## src/rtl/a2d_pkg.sv

```systemverilog
// Shared A2D channel-protocol definitions: frame layout, resolution, responder FSM states.
package a2d_pkg;
  typedef enum logic {IDLE, SHIFT} a2d_state_e;

  localparam int A2D_FRM_BITS = 16;
  localparam int A2D_CHNL_MSB = 13;
  localparam int A2D_CHNL_LSB = 11;
  localparam int A2D_RES_W    = 12;
  localparam int A2D_NUM_CHNL = 8;

  // Per-read ramp increment, only referenced when A2D_RESP_RAMP_EN is defined.
  localparam logic [A2D_RES_W-1:0] RAMP_STEP = 12'h010;
endpackage

```

## src/rtl/spi_edge_sync.sv

```systemverilog
// Three-flop synchronizer: two flops for metastability, a third for rise/fall detection.
module spi_edge_sync #(
  parameter logic RST_VAL = 1'b0
) (
  input  logic clk,
  input  logic rst_n,
  input  logic din,
  output logic sync,
  output logic rise,
  output logic fall
);
  logic [2:0] sr;

  always_ff @(posedge clk or negedge rst_n)
    if (!rst_n) sr <= {3{RST_VAL}};
    else        sr <= {sr[1:0], din};

  assign sync = sr[1];
  assign rise =  sr[1] & ~sr[2];
  assign fall = ~sr[1] &  sr[2];
endmodule

```

## src/rtl/a2d_spi_resp.sv

```systemverilog
// SPI device end of the A2D link: latches a channel select per frame, returns its value next frame.
// Optional ramp on returned values: define A2D_RESP_RAMP_EN.
module a2d_spi_resp
  import a2d_pkg::*;
(
  input  logic        clk,
  input  logic        rst_n,
  input  logic        SS_n,
  input  logic        SCLK,
  input  logic        MOSI,
  output logic        MISO,
  input  logic [95:0] ch_val,
  output logic        cmd_vld,
  output logic [2:0]  cmd_chnl,
  output logic        frm_err,
  output logic        busy
);
  logic ss_sync, ss_rise, ss_fall;
  logic sclk_rise, sclk_fall, unused_sclk_sync;
  logic [1:0] mosi_sr;
  logic mosi_sync;

  // SS_n and SCLK idle high, so their synchronizers reset high to avoid a false edge.
  spi_edge_sync #(.RST_VAL(1'b1)) u_ss_sync (
    .clk(clk), .rst_n(rst_n), .din(SS_n),
    .sync(ss_sync), .rise(ss_rise), .fall(ss_fall)
  );

  spi_edge_sync #(.RST_VAL(1'b1)) u_sclk_sync (
    .clk(clk), .rst_n(rst_n), .din(SCLK),
    .sync(unused_sclk_sync), .rise(sclk_rise), .fall(sclk_fall)
  );

  always_ff @(posedge clk or negedge rst_n)
    if (!rst_n) mosi_sr <= '0;
    else        mosi_sr <= {mosi_sr[0], MOSI};

  assign mosi_sync = mosi_sr[1];

  a2d_state_e state, state_nxt;
  logic [A2D_FRM_BITS-1:0] tx_shft, rx_shft;
  logic [4:0] bit_cnt;
  logic ld, rx_sh, tx_sh, fin_ok, fin_err;

  logic [A2D_NUM_CHNL-1:0][A2D_RES_W-1:0] ch_tbl;
  logic [A2D_RES_W-1:0] rd_val;

  assign ch_tbl = ch_val;

`ifdef A2D_RESP_RAMP_EN
  logic [A2D_NUM_CHNL-1:0][A2D_RES_W-1:0] ofs;

  assign rd_val = ch_tbl[cmd_chnl] + ofs[cmd_chnl];

  // cmd_chnl still holds the channel read this frame on the closing clk.
  always_ff @(posedge clk or negedge rst_n)
    if (!rst_n)      ofs <= '0;
    else if (fin_ok) ofs[cmd_chnl] <= ofs[cmd_chnl] + RAMP_STEP;
`else
  assign rd_val = ch_tbl[cmd_chnl];
`endif

  always_ff @(posedge clk or negedge rst_n)
    if (!rst_n) state <= IDLE;
    else        state <= state_nxt;

  // SS_n rise takes priority over any SCLK edge seen on the same clk.
  always_comb begin
    state_nxt = state;
    ld        = 1'b0;
    rx_sh     = 1'b0;
    tx_sh     = 1'b0;
    fin_ok    = 1'b0;
    fin_err   = 1'b0;
    case (state)
      IDLE: if (ss_fall) begin
        state_nxt = SHIFT;
        ld        = 1'b1;
      end
      SHIFT: begin
        if (ss_rise) begin
          state_nxt = IDLE;
          if (bit_cnt == 5'(A2D_FRM_BITS)) fin_ok  = 1'b1;
          else                             fin_err = 1'b1;
        end else if (sclk_rise) begin
          rx_sh = 1'b1;
        end else if (sclk_fall && bit_cnt != 5'd0) begin
          tx_sh = 1'b1;
        end
      end
      default: state_nxt = IDLE;
    endcase
  end

  always_ff @(posedge clk or negedge rst_n)
    if (!rst_n) begin
      tx_shft <= '0;
      rx_shft <= '0;
      bit_cnt <= '0;
    end else if (ld) begin
      tx_shft <= {4'h0, rd_val};
      rx_shft <= '0;
      bit_cnt <= '0;
    end else begin
      if (rx_sh) begin
        rx_shft <= {rx_shft[A2D_FRM_BITS-2:0], mosi_sync};
        if (bit_cnt != 5'd31) bit_cnt <= bit_cnt + 5'd1;
      end
      if (tx_sh) tx_shft <= {tx_shft[A2D_FRM_BITS-2:0], 1'b0};
    end

  always_ff @(posedge clk or negedge rst_n)
    if (!rst_n) begin
      cmd_chnl <= '0;
      cmd_vld  <= 1'b0;
      frm_err  <= 1'b0;
    end else begin
      cmd_vld <= fin_ok;
      frm_err <= fin_err;
      if (fin_ok) cmd_chnl <= rx_shft[A2D_CHNL_MSB:A2D_CHNL_LSB];
    end

  logic [12:0] unused_rx;
  assign unused_rx = {rx_shft[15:14], rx_shft[10:0]};

  assign busy = (state == SHIFT);
  assign MISO = ~ss_sync & tx_shft[A2D_FRM_BITS-1];
endmodule
```

## config.mk

```make
export PLATFORM = sky130hd
export DESIGN_NAME = a2d_spi_resp
export DESIGN_NICKNAME = d
export VERILOG_FILES = /design/src/rtl/a2d_pkg.sv /design/src/rtl/spi_edge_sync.sv /design/src/rtl/a2d_spi_resp.sv
export SDC_FILE = /design/constraint.sdc
export NUM_CORES = 1
export LEC_CHECK = 0
export BUFFER_PORTS_ARGS = -buffer_cell sky130_fd_sc_hd__buf_4
export CAP_MARGIN = 0
export CORE_MARGIN = 2
export CORE_UTILIZATION = 44
export CTS_BUF_LIST = sky130_fd_sc_hd__clkbuf_16
export CTS_CLUSTER_SIZE = 12
export DETAILED_ROUTE_END_ITERATION = 7
export GPL_TIMING_DRIVEN = 0
export HOLD_SLACK_MARGIN = 0.08
export PLACE_DENSITY = 0.79
export SYNTH_ARGS = -nofsm -noshare
export SYNTH_HDL_FRONTEND = slang
export SYNTH_HIERARCHICAL = 1
export SYNTH_SLANG_ARGS = --single-unit
```

## constraint.sdc

```tcl
create_clock -name clk -period 2.3 [get_ports clk]
set_clock_uncertainty 0.2 [all_clocks]
set_input_delay 0 -clock clk [delete_from_list [all_inputs] [get_ports clk]]
set_output_delay 0 -clock clk [all_outputs]
set_load 0.01 [all_outputs]
```

Word-level counts from Yosys, hierarchy flattened
Cells that the tools add are included.

operators by class
  $add $sub $neg = 1
  $lt $le $gt $ge = 1
  eq/ne operators = 2
  mux-type cells = 26
  bitwise gates (word level) = 10
  reduce and logical (&&, ||, !) cells = 6

operators with widths
  operator                                                                      number
  12-bit binary-select mux with 3-bit select                                    1
  16-bit two-way mux                                                            2
  14-bit two-way mux                                                            2
  1-bit two-way mux                                                             16
  5-bit two-way mux                                                             3
  12-bit two-way mux                                                            1
  2-bit nonzero test                                                            3
  5-bit by 1-bit adder with 5-bit output, second input constant                 1
  1-bit bitwise AND                                                             5
  5-bit equality test, second input constant                                    1
  5-bit inequality test, second input constant                                  1
  1-bit inverter                                                                5
  5-bit nonzero test                                                            1
  3-bit by 4-bit less-than comparator with 1-bit output, second input constant  1
  1-bit one-hot mux with 2 select lines                                         1
  2-bit AND reduction                                                           1
  1-bit logical AND                                                             1

storage, ports and cells
  flip-flop bits (word level) = 49
  input bits = 101
  output and inout bits = 7
  logic and storage cells = 56

Depth between registers and ports, before layout
  depth in word-level cells = 9
  mapped depth = 7
  depth with buffers taken out = 7

Modules after synthesis
The synthesis kept the hierarchy.

modules (own cells, without submodules)
  module         times used  cells an instance  area each (um^2)  sequential area each (um^2)
  a2d_spi_resp   1           221                2,542.4           1,076.0
  spi_edge_sync  2           5                  93.8              78.8

Least setup slack after synthesis
Ideal clock, no wire load.

  kind = register to register
  from = register bit_cnt[0]
  to = register bit_cnt[3]
  setup time = 0.132 ns
  arrival time = 1.898 ns
  data required time = 1.968 ns
  slack = 0.070 ns
  stages on the path, launching flop included = 8
  path buffers = 0
  period minus slack after synthesis = 2.230 ns
  path through = dfrtp_1 ha_1 and3_2 ha_1 nor4bb_1 nand4_1 xor2_1 nor2_1

between the ends
  cells in the longest elaborated chain, start to end = 4
  elaborated cells on any way between the ends = 7
  classes of those cells = add/sub (1); eq/ne (1); mux (3); reduce/logical (2)

RTL lines
  item                                    line                 source
  start, declared                         a2d_spi_resp.sv:42   logic [4:0] bit_cnt;
  start signal, assigned                  a2d_spi_resp.sv:107  if (bit_cnt != 5'd31) bit_cnt <= bit_cnt + 5'd1;
  5-bit by 1-bit adder with 5-bit output  a2d_spi_resp.sv:107
  5-bit two-way mux                       a2d_spi_resp.sv:107
  5-bit two-way mux                       a2d_spi_resp.sv:105  if (rx_sh) begin
  5-bit two-way mux                       a2d_spi_resp.sv:100  end else if (ld) begin

Parallel ways exist; a longest one is shown, timed or not. The select of a mux whose other input is x is not followed.
A chain may end at the register's enable or synchronous reset.

Worst setup path after layout
  from = register cmd_chnl[1]
  to = register tx_shft[6]

between the ends
  cells in the longest elaborated chain, start to end = 3

RTL lines
  item                                        line                 source
  start, declared                             a2d_spi_resp.sv:14   output logic [2:0] cmd_chnl,
  start signal, assigned                      a2d_spi_resp.sv:120  if (fin_ok) cmd_chnl <= rx_shft[A2D_CHNL_MSB:A2D_CHNL_LSB];
  12-bit binary-select mux with 3-bit select  a2d_spi_resp.sv:60   assign rd_val = ch_tbl[cmd_chnl];
  12-bit two-way mux (implied by the code)    a2d_spi_resp.sv:60
  16-bit two-way mux                          a2d_spi_resp.sv:100
  end signal, assigned                        a2d_spi_resp.sv:101  tx_shft <= {4'h0, rd_val};
  end signal, assigned                        a2d_spi_resp.sv:109  if (tx_sh) tx_shft <= {tx_shft[A2D_FRM_BITS-2:0], 1'b0};
  end, declared                               a2d_spi_resp.sv:41   logic [A2D_FRM_BITS-1:0] tx_shft, rx_shft;

Every way passes these cells. The select of a mux whose other input is x is not followed.

==> metrics <==
Post-Synth Adder-Cell Area under 10%; non-filler cells, final 470; TritonCTS Sinks a little under 50; Initial Utilization ~46%; Setup TNS Final 0 ns; commonest non-fill, non-tap cells in the layout 110 x buf_4, 48 x dlygate4sd3_1, 43 x dfrtp_1; HP Class in2async; Netlist Area Pre-Place 0.00273 mm2; Num CTS Buffers 5; GRT Overall Usage between 20 and 30%; largest net degree at the start of global routing 50; startpoint types register; endpoints failing hold 0; Syn-to-layout area delta 58.2%; final WL around 8900 um; Final Setup Violations 0; Data arrival, critical path about 2.1 ns; Req. time, crit path ~2.3 ns; Peak VDD IR between 0.4 and 0.5 mV; DR vias between 2000 and 3000; Final period util between 90 and 100%; largest area contributor in the netlist dfrtp_1; placed cells 413; hold_ws roughly 0.060 ns; initial antenna violation count 0; Max Transition Viols Final 0; First-pass DRT Iterations 5; Clock Tree Root clkbuf_16; first-pass GRT wire length between 10000 and 15000 um; area share of and/or/nand/nor cells after synthesis around an eighth; dominant cells by area after synthesis dfrtp_1 39%, mux4_2 20%, mux2i_1 5.9%; GPL Wtd Cong about 0.84; Slew headroom 60.8%; Ys Warns 6; H-tree depth 2; Synth Register Bits between 40 and 50; xor/xnor share of the synthesized area less than 1%; die width between 80 and 90 um; Clock Tree Buf Depth 2; Worst-Margin Slew 0.588 ns; Vert. Die Dim 82.8 um; unrepaired setup endpoints after global routing true; Final Cell Area between 0.004 and 0.005 mm2; io pins approximately 110; CTS tree built; Cell Area, Placed between 0.003 and 0.004 mm2; wire length per cell roughly 19 um; Synth top area share slightly below 40%; DRC viols 0; commonest non-fill, non-tap cell in the layout buf_4; library cells used by synthesis 31; endpoint class of the critical path register; Mapped Nets 335; sequential area share after synthesis 45.2%; WL met3 about 640 um; port buffer count about 110; Setup CP Type reg2reg; status completed; Max Cap Viol 0; main combinational cell family by area after synthesis multiplexers; hpwl dp approximately 5300 um; Synth Instances about 230; Synth Area in Compound Gates under 10%; Layout fillers about 370; minimum clock period around 2.2 ns; die area approximately 0.0069 mm2; met1 WL roughly 3300 um; vias per inst 5.63; Critical Path Fanout Max 10; NumNets Final ~500; 1st-iter DRT viols 190; core box area just under 0.006 mm2; total gr overflow 0; clk_lat worst skew slightly below 0.3 ns; share of cells above drive strength 1 41.8%; Avg Inst Size Synth 11.8 um2; LEAKAGE ~1.9 nW; Pwr Density roughly 600 mW/mm2; antenna-violating nets left 0; Diodes inserted 0; highest metal used met4; Clk pin slew, worst setup/hold paths about 0.060 ns; FMAX 460 MHz; number of global-route vias before repair about 3000; met2 routed WL roughly 4700 um; mux contribution to synthesized area between 20 and 30%; Core Rows 28
-- per-layer routing --
metal	global-route usage, %	up-vias
met5	0	-
met4	11.5	0
met3	6.60	34
met2	50.8	171
met1	34.1	1284
li1	-	1159
-- where the power goes --
part	switching (mW)	leakage, nW	internal [mW]	total (mW)
clock	0.300	0.0826	0.505	0.805
sequential	0.113	0.615	1.03	1.15
combinational	0.283	1.22	0.377	0.659
total	0.695	1.92	1.91	2.61
-- path summary, 6_finish.rpt --
path                       slack [ns]                        end                       from  depth (start not counted)
max reg2reg                      0.12     tx_shft[6]$_DFFE_PN0P_    cmd_chnl[1]$_DFFE_PN0P_                          6
min reg2reg                      0.16  u_ss_sync/sr[1]$_DFF_PN1_  u_ss_sync/sr[0]$_DFF_PN1_                          0
max in group asynchronous        1.44             busy$_DFF_PN0_                      rst_n                          2
max                              0.12     tx_shft[6]$_DFFE_PN0P_    cmd_chnl[1]$_DFFE_PN0P_                          6
min in group clk                 0.12     tx_shft[0]$_DFFE_PN0P_                 ch_val[12]                          4
min                              0.06       mosi_sr[1]$_DFF_PN0_                      rst_n                          2
-- cell usage after synthesis --
cell type and instances:
dfstp_2 6, o21a_1 1, nand2b_1 1, buf_8 1
mux2i_1 16, mux4_2 24, and2b_2 2, nand2_1 34
and2b_1 1, xnor2_1 1, a211oi_1 11, nand3_1 7
o21ai_0 2, clkbuf_1 13, and3_2 1, ha_1 3
nor3b_1 1, nand4_1 1, a21oi_1 21, inv_1 5
mux2_2 3, nor2b_1 14, xor2_1 2, nor4bb_1 1
a2111oi_4 1, nand2b_2 1, nor2_1 9, buf_2 3
dfrtp_1 43, or2_2 1, o22ai_1 1
-- cell type report --
type,instances,area [um2],area share [%]
Multi-Input combinational cell,160,1420,32.9
Timing Repair Buffer,157,1300,30.1
Sequential cell,49,1230,28.6
Clock buffer,5,125,2.90
Tap cell,75,93.8,2.17
Buffer,16,91.3,2.11
Clock inverter,3,37.5,0.869
Inverter,5,18.8,0.434
-- worst max-delay path, stage by stage, from the launching register on --
cell and delay (ns):
dfrtp_1 0.35, clkbuf_4 0.22, buf_6 0.20, mux4_2 0.55, nor2b_1 0.18, a211oi_1 0.25
a21oi_1 0.07
-- flip-flops by register name, indices dropped and copies added (netlist names) --
register and flops:
u_sclk_sync/sr 3, cmd_chnl 3, u_ss_sync/sr 3, busy 1
cmd_vld 1, mosi_sr 2, rx_shft 14, frm_err 1
tx_shft 16, bit_cnt 5
-- cells by family (layout without fill, tap and decap cells) --
family                     Yosys count  count (layout)
AOI/OAI and AO/OA                   37              37
xor gates and xnor gates             3               3
adders and majority gates            3               3
buffers and inverters               22             186
DFF                                 49              49
muxes                               43              43
and+or+nand+nor                     74              74
-- through the flow --
step | util, % | total power [mW] | setup slack [ns]
after floorplan | - | 1.45 | 0.0705
after global placement | 60.9 | 1.66 | -0.135
after detailed placement | 60.9 | 1.69 | -0.207
after CTS | 72.1 | 2.56 | -0.0241
after global routing | 72.5 | 2.75 | -0.00269
final | 72.5 | 2.61 | 0.125
-- what timing repair did --
item / CTS / global route
hold endpoints to repair: 63 / 0
gates resized for setup: 4 / 12
setup endpoints to repair: 16 / 26
hold buffers: 48 / 0
buffers inserted: 2 / 0
cloned: 0 / 0
pin swaps: 1 / 0
(Power assumes the default switching activity.)
